[config.mk]
export PLATFORM = sky130hd
export DESIGN_NAME = bam_seq_mult
export DESIGN_NICKNAME = d
export VERILOG_FILES = /design/src/rtl/bam_seq_mult.sv
export SDC_FILE = /design/constraint.sdc
export NUM_CORES = 1
export LEC_CHECK = 0
export CORE_ASPECT_RATIO = 1.2
export CORE_MARGIN = 2
export CORE_UTILIZATION = 45
export CTS_BUF_LIST = sky130_fd_sc_hd__clkbuf_4
export CTS_CLUSTER_SIZE = 25
export DETAILED_ROUTE_END_ITERATION = 12
export PLACE_DENSITY = 0.65
export RECOVER_POWER = 50
export SLEW_MARGIN = 10
export SYNTH_ARGS = -nofsm -noshare
export SYNTH_HDL_FRONTEND = slang
export SYNTH_SLANG_ARGS = --single-unit
[constraint.sdc]
create_clock -name clk -period 5.9 [get_ports clk]
set_input_delay 0.59 -clock clk [delete_from_list [all_inputs] [get_ports clk]]
set_output_delay 0.59 -clock clk [all_outputs]
set_load 0.01 [all_outputs]
[src/rtl/bam_seq_mult.sv]
// rtl/bam_seq_mult.sv - sequential carry-save multiplier with broken-array approximation
// One masked partial-product row per cycle into S/C registers, then one carry-propagate add.
module bam_seq_mult #(
  parameter int WIDTH = 8,
  parameter int HBL_W = $clog2(WIDTH+1),
  parameter int VBL_W = $clog2(2*WIDTH+1)
) (
  input  logic               clk,
  input  logic               rst_n,
  input  logic               in_valid,
  output logic               in_ready,
  input  logic [WIDTH-1:0]   a,
  input  logic [WIDTH-1:0]   b,
  input  logic               approx_en,
  input  logic [HBL_W-1:0]   hbl,
  input  logic [VBL_W-1:0]   vbl,
  output logic               out_valid,
  input  logic               out_ready,
  output logic [2*WIDTH-1:0] p,
  output logic               busy
);
  localparam int PW = 2*WIDTH;
  localparam int KW = $clog2(WIDTH);

  typedef enum logic [1:0] {IDLE, ACCUM, RESOLVE, DONE} state_t;

  state_t           state_q, state_d;
  logic [WIDTH-1:0] a_q, a_d, b_q, b_d;
  logic             approx_q, approx_d;
  logic [HBL_W-1:0] hbl_q, hbl_d;
  logic [VBL_W-1:0] vbl_q, vbl_d;
  logic [PW-1:0]    s_q, s_d, c_q, c_d, p_q, p_d;
  logic [KW-1:0]    k_q, k_d;
  logic [PW-1:0]    pp, maj;
  logic             accept;

  assign in_ready  = (state_q == IDLE) || ((state_q == DONE) && out_ready);
  assign accept    = in_valid && in_ready;
  assign out_valid = (state_q == DONE);
  assign busy      = (state_q == ACCUM) || (state_q == RESOLVE);
  assign p         = p_q;

  // Current row, with whole-row (hbl) and low-column (vbl) drops applied.
  always_comb begin
    pp = {{WIDTH{1'b0}}, a_q & {WIDTH{b_q[k_q]}}} << k_q;
    if (approx_q) begin
      if (32'(k_q) < 32'(hbl_q)) pp = '0;
      for (int j = 0; j < PW; j++) begin
        if (j < int'(vbl_q)) pp[j] = 1'b0;
      end
    end
    maj = (s_q & c_q) | (s_q & pp) | (c_q & pp);
  end

  always_comb begin
    state_d  = state_q;
    a_d      = a_q;
    b_d      = b_q;
    approx_d = approx_q;
    hbl_d    = hbl_q;
    vbl_d    = vbl_q;
    s_d      = s_q;
    c_d      = c_q;
    p_d      = p_q;
    k_d      = k_q;
    case (state_q)
      IDLE, DONE: begin
        if (accept) begin
          a_d      = a;
          b_d      = b;
          approx_d = approx_en;
          hbl_d    = hbl;
          vbl_d    = vbl;
          s_d      = '0;
          c_d      = '0;
          k_d      = '0;
          state_d  = ACCUM;
        end else if ((state_q == DONE) && out_ready) begin
          state_d = IDLE;
        end
      end
      ACCUM: begin
        s_d = s_q ^ c_q ^ pp;
        c_d = maj << 1;
        if (k_q == KW'(WIDTH-1)) state_d = RESOLVE;
        else                     k_d     = k_q + KW'(1);
      end
      RESOLVE: begin
        p_d     = s_q + c_q;
        state_d = DONE;
      end
      default: state_d = IDLE;
    endcase
  end

  always_ff @(posedge clk or negedge rst_n) begin
    if (!rst_n) begin
      state_q  <= IDLE;
      a_q      <= '0;
      b_q      <= '0;
      approx_q <= 1'b0;
      hbl_q    <= '0;
      vbl_q    <= '0;
      s_q      <= '0;
      c_q      <= '0;
      p_q      <= '0;
      k_q      <= '0;
    end else begin
      state_q  <= state_d;
      a_q      <= a_d;
      b_q      <= b_d;
      approx_q <= approx_d;
      hbl_q    <= hbl_d;
      vbl_q    <= vbl_d;
      s_q      <= s_d;
      c_q      <= c_d;
      p_q      <= p_d;
      k_q      <= k_d;
    end
  end
endmodule

==> summary.txt <==
Worst setup path
  – Slowest stage delay, CP: 1090 ps
  – Delay-heaviest family, CP: buffers and inverters
  – CP max stage cell: clkbuf_1
  – Critical path class: flop to flop
  – Launching element type of the critical path: flop
  – CP Data Required Time: 6260 ps
  – Crit. End Element: flop
  – Crit path cell chain: inv_1, ha_1, inv_1, and3_1, clkbuf_1, a21oi_2, buf_4, o21bai_1, a21o_1
  – Worst path most repeated cell: inv_1
  – Critical Path AT: 3420 ps
  – Max FO, Critical Path: 32
  – WP buf/inv: 4

Floorplanning
  – Initial Util: 46.31%
  – CORE AREA: 0.01052 mm^2
  – Die area: 0.01167 mm^2
  – Rows: 41
  – Top-Level Pins: 49
  – Die height: 118.0 um
  – Die width: 98.96 um

STA
  – Highest Clock Rate: 326.9 MHz
  – Period minus WS final: 3059 ps
  – Clock Skew: 18.78 ps
  – Worst-Margin Slew: 1515 ps
  – RSZ-0062 raised after global routing: false
  – Final setup vio count: 0
  – Max-slew violation count: 33
  – Final Hold Fails: 0
  – Rel. slew slack: -1.032%
  – Final worst path period share: 51.85%
  – Setup TNS: 0 ps

Clock tree
  – Post-CTS Setup Inserts: 0
  – Total CTS buffers: 9
  – CTS Sinks: 78
  – H-tree levels: 3
  – Hold-fix buffers at CTS: 0
  – CTS tree: done
  – Clock Latency Late Sink: 450 ps
  – Root Driver: clkbuf_4
  – Worst-path clk slew: 130 ps
  – Post-cts sizing count: 0
  – Clock Path Buffers: 2

Routing
  – Drt total wl: 10370 um
  – Vias per inst: 5.661
  – DRC Markers: 0
  – Drt first pass iters: 4
  – Routed len/inst: 15.61 um
  – 1st-iter DRT viols: 210
  – Number of nets with antenna violations after routing: 0
  – Via count: 3759

Power
  – Power density cells: 376.4 mW/mm^2
  – P_leak: 2.360 nW
  – Worst VDD drop: 0.2134 mV

GRT
  – Number of global-route vias before repair: 3739
  – Largest net degree at the start of global routing: 79
  – Gr usage total: 19.05%
  – Grt total ovfl: 0
  – First-pass GRT wire length: 18000 um
  – Initial antenna violation count: 0

Synthesis
  – Number of synthesized flops with an enable pin: 0
  – Syn_nets: 560
  – Post-Synth Adder-Cell Area: 12.08%
  – Warnings, synthesis: 0
  – Syn Inst Count: 492
  – Cell variety after synth: 65
  – Synth async-reset ratio: 100.0%
  – Largest family of logic cells by synthesized area: compound AO/OA/AOI/OAI gates
  – Post-Synth Simple-Gate Area: 12.54%
  – Sequential-to-total area share from yosys stat: 40.08%
  – Complex-gate fraction of the synthesized area: 19.37%
  – Most used DFF post-synth: dfrtp_1
  – Xor-xnor portion of the synthesized cell area: 0.7194%
  – Seq cells post-synth: 78
  – Avg Inst Size Synth: 9.898 um^2
  – Post-synthesis mux area share: 9.712%
  – Post-Syn Area: 0.004870 mm^2

Cells and area
  – Antenna cells: 0
  – # nets final: 598
  – Most common cell after layout, fill and taps aside: dfrtp_1
  – Fillcell total: 999
  – Area delta synth->final: 13.31%
  – Fin util: 52.47%
  – Most frequent cells in the layout: dfrtp_1, nand2_1, o21ai_0
  – Share of cells above drive strength 1: 11.03%

Flow run
  – Max cap viols: 1

Run status
  – Violated checks: max-capacitance violations, max-slew violations
  – Status: complete, but fails checks

Placement
  – Final HPWL DP: 7686 um
  – Port Buffers: 48
  – Gpl congestion: 0.8660

Worst hold path
  – Worst hold path type: primary input to async pin
worst paths after layout:
| check | from | end | slack (ps) | cells after the start |
|---|---|---|---|---|
| setup / recovery | state_q[0] | s_q[15] | 2840 | 9 |
| hold / removal | rst_n | p[3] | 280 | 1 |
| setup reg to reg | state_q[0] | s_q[15] | 2840 | 9 |
| hold reg to reg | p[2] | p[2] | 500 | 2 |
| max in group asynchronous | rst_n | vbl_q[3] | 4970 | 1 |
| min in group clk | p[2] | p[2] | 500 | 2 |
flip-flops by register name (all words and copies together), names as in the netlist:
name	count
s_q	16
approx_q	1
b_q	8
a_q	8
c_q	15
vbl_q	5
k_q	3
p	16
state_q	2
hbl_q	4
through the flow:
step	instances	hold WS (ps)	instance area [um^2]	setup WS, ps	total power (W)
4_1_cts	664	323.8	5525	3023	0.002101
3_3_place_gp	648	463.3	5421	3120	0.001790
2_1_floorplan	492	294.4	4870	3752	0.001524
5_1_grt	664	357.9	5518	2467	0.002260
3_5_place_dp	648	471.8	5421	3017	0.001818
6_report	664	276.2	5518	2841	0.002077
metal layers:
metal,wire length (um),GRT usage (%),up-vias
met2,4996,30.74,99
met5,0,0,-
li1,-,-,1839
met3,360,2.494,26
met1,4673,24.91,1795
met4,336,9.760,0
layout make-up:
class | instances | area [um^2] | share of cell area [%]
Multi-Input combinational cell | 348 | 2650 | 48.03
Sequential cell | 78 | 1952 | 35.37
Timing Repair Buffer | 51 | 493.0 | 8.934
Tap cell | 129 | 161.4 | 2.925
Inverter | 42 | 157.7 | 2.857
Clock buffer | 10 | 75.07 | 1.361
Clock inverter | 6 | 28.78 | 0.5215
synthesized netlist by cell type (all sizes together) (3+ instances only):
cell    count  area share, %
dfrtp      78             40
o21ai      56            5.8
nand2      55            4.2
inv        41            3.2
mux2       30            6.9
ha         23            5.9
nor2       16            1.2
fa         15            6.2
a21oi      14            1.5
nand3      14            1.4
buf        13            1.4
clkbuf     11           0.90
a21o       10            1.5
a211oi      9            1.4
mux2i       9            1.9
a22o        6            1.1
o211ai      6            1.0
o21a        6           0.92
or3         6           0.87
a31oi       5           0.64
and2        5           0.64
and3        5           0.67
nand4       5           0.64
nor2b       4           0.67
nor3        4           0.41
nand3b      3           0.46
nor3b       3           0.46
o31a        3           0.72
or2         3           0.39
xnor2       3           0.54
logic make-up after synthesis:
kind of cell    after synthesis
mux                          41
simple gates                126
buf+inv                      66
compound gates              139
xor+xnor                      4
flops                        78
fa+ha+maj                    38
power breakdown:
part	switching, W	internal (W)
registers	0.000177	0.000684
logic	0.000506	0.000434
clock network	0.000189	0.0000865
(Power assumes the default switching activity.)
